===== config.mk =====
export PLATFORM = sky130hd
export DESIGN_NAME = alu16
export DESIGN_NICKNAME = d
export VERILOG_FILES = /design/src/rtl/alu16.sv
export SDC_FILE = /design/constraint.sdc
export NUM_CORES = 1
export LEC_CHECK = 0
export ABC_AREA = 1
export CORE_ASPECT_RATIO = 0.8
export CORE_MARGIN = 5
export CORE_UTILIZATION = 35
export CTS_BUF_LIST = sky130_fd_sc_hd__clkbuf_8
export CTS_CLUSTER_SIZE = 10
export DETAILED_ROUTE_END_ITERATION = 8
export PLACE_DENSITY = 0.67
export SLEW_MARGIN = 15
export SYNTH_ARGS = -nofsm -noshare
export SYNTH_HDL_FRONTEND = slang
export SYNTH_SLANG_ARGS = --single-unit

===== constraint.sdc =====
create_clock -name clk -period 3.4 [get_ports clk]
set_clock_uncertainty 0.05 [all_clocks]
set_input_delay 0.34 -clock clk [delete_from_list [all_inputs] [get_ports clk]]
set_output_delay 0.34 -clock clk [all_outputs]
set_load 0.03 [all_outputs]

===== src/rtl/alu16.sv =====
// alu16: 16-bit ALU with B conditioning, adder/xor, logic, shifter.
// Ports: clk, rst (sync high), a, b, ci, nb, ic, zb, sel, flag_we,
//        out/co (combinational), flags {Z,N,C,V} (registered).
module alu16 #(
  parameter int WIDTH = 16
) (
  input  logic             clk,
  input  logic             rst,
  input  logic [WIDTH-1:0] a,
  input  logic [WIDTH-1:0] b,
  input  logic             ci,
  input  logic             nb,
  input  logic             ic,
  input  logic             zb,
  input  logic [2:0]       sel,
  input  logic             flag_we,
  output logic [WIDTH-1:0] out,
  output logic             co,
  output logic [3:0]       flags
);

  localparam int SW = $clog2(WIDTH);

  logic [WIDTH-1:0] b0;
  logic [WIDTH-1:0] bx;
  logic [SW-1:0]    n;
  logic [WIDTH:0]   sum;
  logic [WIDTH:0]   shl;
  logic [WIDTH:0]   shr;
  logic [WIDTH:0]   sra;
  logic             is_and;
  logic             is_or;
  logic             is_shl;
  logic             is_shr;
  logic             is_sra;
  logic             is_add;
  logic             fz;
  logic             fn;
  logic             fv;

  assign b0 = zb ? '0 : b;
  assign bx = nb ? ~b0 : b0;
  assign n  = bx[SW-1:0];

  assign sum = {1'b0, a} + {1'b0, bx}
             + {{WIDTH{1'b0}}, ci};

  // Extra bit catches the last bit shifted out;
  // it is naturally 0 when n == 0.
  assign shl = {1'b0, a} << n;
  assign shr = {a, 1'b0} >> n;
  assign sra = $unsigned($signed({a, 1'b0}) >>> n);

  assign is_and = (sel == 3'b001);
  assign is_or  = (sel == 3'b010);
  assign is_shl = (sel == 3'b011);
  assign is_shr = (sel == 3'b100);
  assign is_sra = (sel == 3'b101);
  assign is_add = !(is_and || is_or || is_shl
                 || is_shr || is_sra);

  always_comb begin
    out = '0;
    co  = 1'b0;
    unique case (1'b1)
      is_and: out = a & bx;
      is_or:  out = a | bx;
      is_shl: {co, out} = shl;
      is_shr: {out, co} = shr;
      is_sra: {out, co} = sra;
      default: begin
        if (ic) begin
          out = a ^ bx;
        end else begin
          {co, out} = sum;
        end
      end
    endcase
  end

  assign fz = (out == '0);
  assign fn = out[WIDTH-1];
  assign fv = is_add && !ic
           && (a[WIDTH-1] == bx[WIDTH-1])
           && (out[WIDTH-1] != a[WIDTH-1]);

  always_ff @(posedge clk) begin
    if (rst) begin
      flags <= 4'b0000;
    end else if (flag_we) begin
      flags <= {fz, fn, co, fv};
    end
  end

endmodule


## After elaboration in Yosys (flattened, before gate mapping)

Index checks and enable logic that the tools add are counted.

| cells by class | value |
|---|---|
| $add $sub $neg | 2 |
| shift-type cells | 3 |
| reductions and logical operators | 11 |
| equality and inequality tests | 7 |
| multiplexer cells | 6 |
| bitwise logic cells | 4 |

Operators by type and width:

| kind | number |
|---|---|
| case mux 16 bit (5 select lines) | 1 |
| 2-to-1 mux 16 bit | 3 |
| adder 16 x 16 -> 17 bit | 1 |
| adder 17 x 1 -> 17 bit | 1 |
| << shifter 16 x 4 -> 17 bit | 1 |
| right shift 17 x 4 -> 17 bit | 1 |
| >>> shifter 17 x 4 -> 17 bit | 1 |
| bitwise AND 16 bit | 1 |
| logical NOT 16 bit | 1 |
| inverter 16 bit | 1 |
| OR 16 bit | 1 |
| XOR 16 bit | 1 |
| equality test 3 x 2 -> 1 bit (second input constant) | 2 |
| equality test 3 bit (second input constant) | 2 |
| logical OR 1 bit | 4 |
| case mux 1 bit (4 select lines) | 1 |
| equality test 3 x 1 -> 1 bit (second input constant) | 1 |
| logical AND 1 bit | 3 |
| logical NOT 1 bit | 2 |
| OR reduction 2 bit | 1 |
| equality test 1 bit | 1 |
| 2-to-1 mux 1 bit | 1 |
| != test 1 bit | 1 |

| storage, ports and cells | value |
|---|---|
| register bits after elaboration | 4 |
| output and inout bits | 21 |
| input bits | 42 |
| logic and storage cells | 34 |

## Depth between registers and ports, before layout

Gate-level depths: netlist of the first run.

| logic depth | value |
|---|---|
| word-level depth | 9 |
| mapped depth | 26 |
| gate-level depth less buffers | 24 |

## Worst setup path before layout of the first run

OpenSTA, ideal clock, no wires.

| timing path | value |
|---|---|
| path kind | input-to-reg |
| start point | in zb |
| end point | reg flags[3] |
| data arrival time | 2.991 ns |
| setup time | 0.111 ns |
| data required time | 3.239 ns |
| path buffers | 2 |
| path slack | 0.247 ns |
| stages | 22 |
| cells stage by stage | inv_2 > buf_6 > nand2_4 > nand2_4 > nand2_4 > buf_6 > fa_1 > fa_1 > inv_1 > nand2_1 > nand3_1 > nand3_1 > nand2_1 > nand2_1 > nand2_1 > a21oi_1 > nor2_1 > nor2_1 > nand4_1 > nor2_1 > nor2_1 > nor2_1 |

| on the way | value |
|---|---|
| longest elaborated chain between the ends | 8 |
| elaborated cells on any way between the ends | 14 |
| those cells by class | add/sub (2); shift (3); mux (4); bitwise (4); reduce/logical (1) |

RTL lines:

| element | RTL line | text |
|---|---|---|
| from (decl) | 14 | `input logic zb,` |
| 2-to-1 mux 16 bit * | 41 | `assign b0 = zb ? '0 : b;` |
| inverter 16 bit | 42 | `assign bx = nb ? ~b0 : b0;` |
| 2-to-1 mux 16 bit * | 42 |  |
| adder 16 x 16 -> 17 bit | 45 | `assign sum = {1'b0, a} + {1'b0, bx}` |
| adder 17 x 1 -> 17 bit | 46 | `+ {{WIDTH{1'b0}}, ci};` |
| 2-to-1 mux 16 bit | 72 | `if (ic) begin` |
| case mux 16 bit (5 select lines) * | 65 | `unique case (1'b1)` |
| named net out[14] | 17 | `output logic [WIDTH-1:0] out,` |
| logical NOT 16 bit * | 81 | `assign fz = (out == '0);` |
| to (signal assigned) | 91 | `flags <= {fz, fn, co, fv};` |
| to (decl) | 19 | `output logic [3:0] flags` |

The timed path passes the listed nets; every way through them passes the cells marked *.
A chain may end at the register's enable or synchronous reset.

## Worst setup path after layout of the first run

| timing path | value |
|---|---|
| start point | in a[0] |
| end point | out co |

| on the way | value |
|---|---|
| longest elaborated chain between the ends | 4 |
| elaborated cells on any way between the ends | 7 |
| those cells by class | add/sub (2); shift (3); mux (2) |

RTL lines:

| element | RTL line | text |
|---|---|---|
| from (decl) | 9 | `input logic [WIDTH-1:0] a,` |
| adder 16 x 16 -> 17 bit | 45 |  |
| adder 17 x 1 -> 17 bit | 46 |  |
| 2-to-1 mux 1 bit | 72 |  |
| case mux 1 bit (4 select lines) * | 65 |  |
| to (decl) | 18 | `output logic co,` |

Every way passes the cells marked *; elsewhere a longest branch is shown, timed or not.

==> results.ini, run 1 <==
[worst_setup_path]
cp_cell_sequence=clkdlybuf4s50_1 -> inv_1 -> fa_2 -> fa_2 -> inv_1 -> nand2_1 -> nand3_1 -> nand3_1 -> nand2_1 -> a21oi_1 -> o21ai_0 -> nand3_1 -> o2111ai_2 -> buf_4
cpMaxStageDelayCell=clkdlybuf4s50_1
path_max_fanout=3
timing.reg2reg.setup_slack_ns=2.72
slowest_delay_ns=0.48
arrival_ns=2.83
end_kind=output pin
r2r_cells=4
r2r_start=flags[3]
start_kind=input port
timing_worst_setup_path_type=in2out
required_ns=3.01
rr_endpoint=flags[3]
path_buf_inv=4
cp_common_cell=nand3_1
path_delay_family=buffers and inverters

[clocking]
insertion_delay_ns=0.22
cts_buffer_depth=2
clock_sinks=4
h-tree-depth=1
cts_buffers=3
path_clk_slew_ns=0.03
cts_tree=yes
cts_root_buffer=clkbuf_8

[yosys]
synth_top_area_frac=0.233
synth.most_common_cell=nand2_1
ys_seq_area_frac=0.0204
synth_area_sq_um=3930
synth_area_per_cell_sq_um=5.22
synth_ff_type=dfxtp_1
synth_area_leaders=nand2_1 (23%), nand3_1 (19%), ha_1 (11%)
yosys_warnings=0
synth_top_area_cell=nand2_1
synth_fp_nets=831
ys_ff_latch=4
synth_commonest_cells=nand2_1 (244), nand3_1 (153), inv_1 (100)
synth_edf_count=0
yosys.cell_types.count=44
syn_inst=753
async_reset_ff_frac=0

[floorplan]
core_area_sq_um=10900
dieArea_sq_um=13500
initial_core_util=0.360
num_rows=34
ios=63
fp.dieH_um=105
die_x_um=128

[flow_run]
drv_cap=0

[global_route]
grt_pass1_wl_um=26000
grt_pass1_vias=4771
antenna_found_initial=0
grt.overflow.total=0
track_usage=0.239
grt_max_degree=22

[routing]
drt.antenna.violating_nets=0
first_iter_violations=623
routedWlPerCell_um=16.1
drtPass1Iterations=5
routed_via_density=5.21
vias=5352
wl_um=16500
drcViolationCount=0

[layout]
largest_register_ffs=4
final_util=0.488
synthToLayoutAreaGrowth_pct=35.7
drive_gt1_frac=0.186
largestRegisters=flags x4
largest-register=flags
nNetsFinal=963
num_antenna_cells=0

[sta]
slew_viol_final=0
rsz0062_at_grt=false
min_period_ns=3.22
tightest_slew_ns=0.516
final-hold-violation-count=0
fin_setup_tns_ns=0
period_share=0.946
setup_viol=0
max_freq_mhz=311
relSlewSlack=0.652

[power_and_ir_drop]
max-vdd-ir-drop_mv=0.0848
leakage_uw=0.00295
power_density_nw_per_um2=246

[placed_design]
post-dp-hpwl_um=14100
io_buffers=62
place_congestion=1.02

[status]
outcome=finished, final reports clean

[worst_hold_path]
hold_class=reg2reg
min_to=flags[0]
hold_path_depth=2
holdCritStartpoint=flags[0]

==> worst register-to-register path, cell delays in order, from the launching register on <==
cell and delay (ns):
dfxtp_1 0.30, inv_1 0.05, nor2_1 0.03, nor2_1 0.10
nor2_1 0.04
==> through the flow <==
step                      total power, uW  setup slack [ns]  hold slack (ns)  std cells  instance area [sq um]
after floorplan                       719             0.247            0.359        753                   3930
after global placement               1170            -0.118            0.404       1022                   5220
after detailed placement             1170            -0.177            0.407       1022                   5220
after CTS                            1280           0.00409            0.412       1025                   5270
after global routing                 1430            0.0364            0.455       1027                   5340
final                                1310             0.184            0.413       1027                   5340
==> kinds of logic after synthesis <==
family / share of synthesized area
xor+xnor: 0.0334
buf+inv: 0.155
flops: 0.0204
simple gates: 0.577
fa+ha+maj: 0.118
compound gates: 0.0955
==> power by group <==
part / internal, uW / total [uW] / leakage [uW] / switching, uW
clock: 75.4 / 99.4 / 0.0000216 / 24.0
combinational: 460 / 1160 / 0.00290 / 700
sequential: 49.7 / 50.8 / 0.0000326 / 1.06
==> layout make-up <==
cell class	count	area (sq um)
inverters	106	405
fillers	1179	5600
clock buffers	3	41.3
flip-flops and latches	4	80.1
repair buffers	157	1340
well taps	144	180
multi-input cells	613	3290
==> routing by layer <==
layer,part of all wire,global-route usage,up-vias
li1,-,-,2686
met1,0.47,0.374,2345
met2,0.39,0.327,293
met3,0.13,0.0546,28
met4,0.022,0.0525,0
met5,0,0,-
==> layout by cell type, fill, tap and decap left out, types with 3 or more instances in the layout <==
cell type        instances
buf_4                  107
nor2_2                   6
o22ai_1                  8
nand2_4                  4
a211oi_1                 3
nand4_1                  4
nand2_2                  9
dfxtp_1                  4
nand3_2                 11
inv_4                    3
xor2_1                  13
a21oi_1                 27
clkdlybuf4s50_1         43
ha_1                    32
inv_1                  100
buf_12                   3
nand2_1                243
o21ai_0                 15
clkbuf_8                 3
o21ai_1                  4
nor3_1                   4
nor2_1                  48
nand3_1                153
==> how the worst max path moves through the flow <==
stage / startpoint / to / slack [ns] / cells past startpoint
after floorplan: zb / flags[3] / 0.25 / 22
after global placement: nb / out[10] / -0.12 / 17
after detailed placement: nb / out[10] / -0.18 / 17
after CTS: zb / co / 0.004 / 16
after global routing: nb / out[13] / 0.04 / 21
final: a[0] / co / 0.18 / 14
==> repair_timing <==
item                                    4_1_cts  5_1_grt
setup buffers                                 0        2
endpoints found under the setup margin        8       12
pin swaps                                     0        2
resized for setup                             6       11
hold buffers                                  0        0
Note: power is estimated with default switching activity, not from simulation.
==> run 2, diff against run 1 <==
Settings changed: ABC_CLOCK_PERIOD_IN_PS set to 3400, CTS_CLUSTER_DIAMETER set to 100.
==> results of run 2 <==
The final DEF is identical to that of run 1; final timing and power are the same.
